===== src/rtl/instr_mem_arb.sv =====
// Two-requester (fetch/debug) round-robin arbiter in front of a single-port instruction memory.
// Fixed three-stage timing: accept in N, memory strobe in N+1, response in N+2.
module instr_mem_arb #(
  parameter logic [31:0] MEM_BASE = 32'h0000_0000,
  parameter int unsigned SIZE_B   = 1024
) (
  input  logic        clk_i,
  input  logic        rst_ni,
  input  logic        f_req_i,
  input  logic [31:0] f_addr_i,
  output logic        f_gnt_o,
  output logic        f_rvalid_o,
  output logic [31:0] f_rdata_o,
  output logic        f_err_o,
  input  logic        d_req_i,
  input  logic [31:0] d_addr_i,
  output logic        d_gnt_o,
  output logic        d_rvalid_o,
  output logic [31:0] d_rdata_o,
  output logic        d_err_o,
  input  logic        flush_i,
  output logic        mem_en_o,
  output logic [31:0] mem_addr_o,
  input  logic [31:0] mem_data_i
);

  localparam logic [31:0] LAST_OFF = 32'(SIZE_B) - 32'd4;

  // rr_last_d resets high so fetch is preferred on the first conflict
  logic        rr_last_d;
  logic        acc;
  logic [31:0] acc_addr;
  logic [32:0] acc_diff;
  logic        acc_err;

  logic        s1_valid, s1_owner, s1_err;
  logic        s2_valid, s2_owner, s2_err;
  logic        f_live, d_live;

  assign f_gnt_o = rst_ni & f_req_i & (~d_req_i | rr_last_d);
  assign d_gnt_o = rst_ni & d_req_i & (~f_req_i | ~rr_last_d);
  assign acc     = f_gnt_o | d_gnt_o;

  assign acc_addr = d_gnt_o ? d_addr_i : f_addr_i;
  // bit 32 is the borrow, i.e. address below MEM_BASE
  assign acc_diff = {1'b0, acc_addr} - {1'b0, MEM_BASE};
  assign acc_err  = (|acc_addr[1:0]) | acc_diff[32] | (acc_diff[31:0] > LAST_OFF);

  always_ff @(posedge clk_i or negedge rst_ni) begin
    if (!rst_ni) begin
      rr_last_d  <= 1'b1;
      s1_valid   <= 1'b0;
      s1_owner   <= 1'b0;
      s1_err     <= 1'b0;
      s2_valid   <= 1'b0;
      s2_owner   <= 1'b0;
      s2_err     <= 1'b0;
      mem_en_o   <= 1'b0;
      mem_addr_o <= MEM_BASE;
    end else begin
      if (acc) rr_last_d <= d_gnt_o;
      s1_valid <= acc;
      s1_owner <= d_gnt_o;
      s1_err   <= acc_err;
      mem_en_o <= acc & ~acc_err;
      if (acc && !acc_err) mem_addr_o <= acc_addr;
      // a flush squashes a fetch sitting between acceptance and response
      s2_valid <= s1_valid & ~(flush_i & ~s1_owner);
      s2_owner <= s1_owner;
      s2_err   <= s1_err;
    end
  end

  // flush in the response cycle also kills the fetch response presented then
  assign f_live = s2_valid & ~s2_owner & ~flush_i;
  assign d_live = s2_valid & s2_owner;

  assign f_rvalid_o = f_live;
  assign f_err_o    = f_live & s2_err;
  assign f_rdata_o  = (f_live && !s2_err) ? mem_data_i : 32'h0;

  assign d_rvalid_o = d_live;
  assign d_err_o    = d_live & s2_err;
  assign d_rdata_o  = (d_live && !s2_err) ? mem_data_i : 32'h0;

endmodule

===== config.mk =====
export PLATFORM = sky130hd
export DESIGN_NAME = instr_mem_arb
export DESIGN_NICKNAME = d
export VERILOG_FILES = /design/src/rtl/instr_mem_arb.sv
export SDC_FILE = /design/constraint.sdc
export NUM_CORES = 1
export LEC_CHECK = 0
export BUFFER_PORTS_ARGS = -buffer_cell sky130_fd_sc_hd__buf_2
export CAP_MARGIN = 20
export CELL_PAD_IN_SITES_DETAIL_PLACEMENT = 1
export CELL_PAD_IN_SITES_GLOBAL_PLACEMENT = 2
export CORE_MARGIN = 10
export CORE_UTILIZATION = 19
export DETAILED_ROUTE_END_ITERATION = 16
export GPL_ROUTABILITY_DRIVEN = 0
export PLACE_DENSITY_LB_ADDON = 0.3
export SETUP_SLACK_MARGIN = 0.2
export SLEW_MARGIN = 20
export SYNTH_ARGS = -nofsm -noshare
export SYNTH_HDL_FRONTEND = slang
export SYNTH_SLANG_ARGS = --single-unit

===== constraint.sdc =====
create_clock -name clk_i -period 4.92 [get_ports clk_i]
set_clock_uncertainty 0.1 [all_clocks]
set_input_delay 0.984 -clock clk_i [delete_from_list [all_inputs] [get_ports clk_i]]
set_output_delay 0.984 -clock clk_i [all_outputs]
set_load 0.005 [all_outputs]

==> flow_metrics.py <==
metrics = {
    "logic_synthesis": {
        "synth_top_family_by_area": "simple AND/OR/NAND/NOR gates",
        "muxShareOfSynthArea": 0.0941,
        "yosys_warnings": 0,
        "yosys.area_share.simple": 0.323,
        "synth-edff-count": 0,
        "syn-cell-area_mm2": 0.00207,
        "synth_fa_ha_area_frac": 0,
        "synth_nets": 316,
        "synth_ff_type": "dfrtp_1",
        "synth-compound-area-share": 0.0235,
        "ys_ff_latch": 40,
        "seq_area_frac_synth": 0.483,
        "synthArstFlopShare": 1.00,
        "synth-xor-area-share": 0,
        "netlist_instances": 215,
        "synth.distinct_cells": 25,
        "synth_area_per_cell_um2": 9.65,
    },
    "clock_tree": {
        "root_buffer": "clkbuf_8",
        "insertion_delay_ns": 0.28,
        "post-cts-setup-buffers": 0,
        "holdBufCountCts": 0,
        "htree_num_levels": 2,
        "cts_tree": "yes",
        "cts.clk_slew.worst_paths_ns": 0.07,
        "cts-resized-gates": 0,
        "cts_buffers": 5,
        "cts_buffer_depth": 2,
        "cts.sinks": 40,
    },
    "power_and_ir_drop": {
        "power_frac_seq": 0.499,
        "p_comb_frac": 0.104,
        "power-per-cell-area_mw_per_mm2": 202,
        "p_clk_frac": 0.397,
        "power_switching_uw": 151,
        "vdd_drop_max_mv": 0.0863,
        "netSwitchingFraction": 0.224,
        "p_total_uw": 674,
        "power.internal_uw": 523,
        "p_leak_nw": 1.98,
    },
    "die": {
        "die_h_um": 124,
        "start_util": 0.193,
        "die_w_um": 124,
        "rows": 38,
        "core-area_mm2": 0.0107,
        "die_area_mm2": 0.0155,
        "boundaryPins": 204,
    },
    "placed_design": {
        "dp_hpwl_um": 7860,
        "io_buffers": 203,
    },
    "worst_setup_path": {
        "critPathBufInv": 3,
        "startpoint_type": "input port",
        "crit_path_max_incr_delay_ns": 0.27,
        "critical_path_arrival_ns": 2.05,
        "crit_slowest_cell": "buf_4",
        "r2r_cells": 4,
        "cp_top_family": "simple AND/OR/NAND/NOR gates",
        "worstSetupPathType": "in -> out",
        "cp_max_fo": 32,
        "cp-end-kind": "primary output",
        "crit_top_cell": "buf_2",
        "path_cells": "buf_2, nor3b_1, nor2b_1, buf_4, and2_1, buf_2",
        "cp.depth": 6,
        "required_ns": 3.84,
    },
    "detailed_routing": {
        "antenna_left": 0,
        "wl_per_cell_um": 16.2,
        "drc_errors": 0,
        "vias": 2198,
        "drtPass1Iterations": 4,
        "viasPerCell": 3.92,
        "drt-total-wl_um": 9070,
        "drt_iter0_drc": 81,
    },
    "sta": {
        "fin_crit_ns": 3.14,
        "fin_setup_tns_ns": 0,
        "worst_hold_slack_ns": 0.256,
        "rsz0062_at_grt": "no",
        "slew_violations": 0,
        "fin_crit_sh": 0.637,
        "setup-violations-final": 0,
        "max_freq_mhz": 319,
        "hold_viol": 0,
        "relSlewSlack": 0.472,
        "max_slew.worst_pin.slew_ns": 0.792,
    },
    "cells_and_area": {
        "post-route-util": 0.311,
        "fillCellCount": 1347,
        "drive_gt1_frac": 0.555,
        "area_delta_synth_final_pct": 61.1,
        "fin_nets": 520,
    },
    "status": {
        "status": "finished clean",
    },
    "global_route": {
        "track_usage": 0.110,
        "grt_pass1_vias": 2425,
        "antenna_found_initial": 1,
        "gr-total-overflow": 0,
        "grt_pass1_wl_um": 13900,
        "grt_max_degree": 35,
    },
    "flow_run": {
        "cap_violations": 0,
    },
    "min_path": {
        "hold_path_class": "reg -> reg",
        "hold_path_depth": 0,
    },
}
==> state kept, by name (all words and copies together), names as in the netlist <==
register / count
s1_owner: 1
mem_en_o: 1
s1_err: 1
s1_valid: 1
s2_err: 1
s2_valid: 1
s2_owner: 1
rr_last_d: 1
mem_addr_o: 32
==> layout by cell type (no fill, tap or decap), types with 3 or more instances in the layout <==
| cell | n |
|---|---|
| buf_2 | 203 |
| clkbuf_8 | 5 |
| and2_1 | 67 |
| buf_4 | 3 |
| dfrtp_1 | 39 |
| nor2_1 | 25 |
| nor4_1 | 10 |
| nand2_1 | 5 |
| mux2_4 | 4 |
| inv_1 | 26 |
| mux2_2 | 12 |
==> stage by stage <==
step           area [um2]  cells  worst slack (ns)
2_1_floorplan        2070    215              1.94
3_3_place_gp         3230    552              1.72
3_5_place_dp         3230    552              1.69
4_1_cts              3340    560              1.73
5_1_grt              3340    561              1.60
6_report             3340    561              1.78
==> layout make-up <==
cell class              count  area [um2]  share of cell area
repair buffers            206        1040               0.311
clock buffers               5        68.8              0.0206
multi-input cells         140         915               0.274
clock inverters             3        42.5              0.0127
well taps                 140         175              0.0524
diodes                      1        2.50            0.000749
flip-flops and latches     40        1000               0.300
inverters                  26        97.6              0.0292
==> synthesized netlist by cell type, types with 4 or more instances <==
cell type	instances	area [um2]
and2_1	67	419
dfrtp_1	39	976
inv_1	26	97.6
nor2_1	25	93.8
mux2_2	12	135
nor4_1	10	62.6
clkbuf_1	6	22.5
nand2_1	5	18.8
mux2_4	4	60.1
==> metal layers <==
layer / track usage / up-vias / wire length (um)
met5: 0 / - / 0
met4: 0.0267 / 0 / 108
met3: 0.0379 / 6 / 690
met2: 0.198 / 110 / 4640
met1: 0.120 / 1001 / 3640
li1: - / 1081 / -
==> worst reg2reg max path, cell delays in order, from the launching register on <==
cell and delay [ns]:
dfstp_2 0.57, nand2_1 0.07, a31oi_1 0.23, a32o_2 0.74
mux2_2 0.42
==> path summary, 6_finish.rpt <==
| kind | from | to | slack, ns |
|---|---|---|---|
| hold reg to reg | s1_err | s2_err | 0.26 |
| max in group asynchronous | rst_ni | mem_addr_o[7] | 3.58 |
| setup reg to reg | rr_last_d | mem_addr_o[2] | 2.68 |
| hold / removal | s1_err | s2_err | 0.26 |
| min in group asynchronous | rst_ni | mem_addr_o[4] | 0.44 |
| setup / recovery | flush_i | f_rdata_o[24] | 1.78 |
==> logic make-up (layout without fill, tap and decap cells) <==
logic type / count (synthesis) / after routing
buf+inv: 35 / 240
compound gates: 7 / 7
other cells: 0 / 1
mux: 16 / 16
simple gates: 117 / 117
flops: 40 / 40
==> power groups by stage <==
stage | registers (mW) | clock network, mW | logic (mW)
floorplan | 0.342 | 0 | 0.0158
global placement | 0.343 | 0 | 0.0687
detailed placement | 0.343 | 0 | 0.0715
CTS | 0.336 | 0.278 | 0.0718
global route | 0.337 | 0.296 | 0.0794
finish | 0.336 | 0.267 | 0.0703
Note: power is estimated with default switching activity, not from simulation.
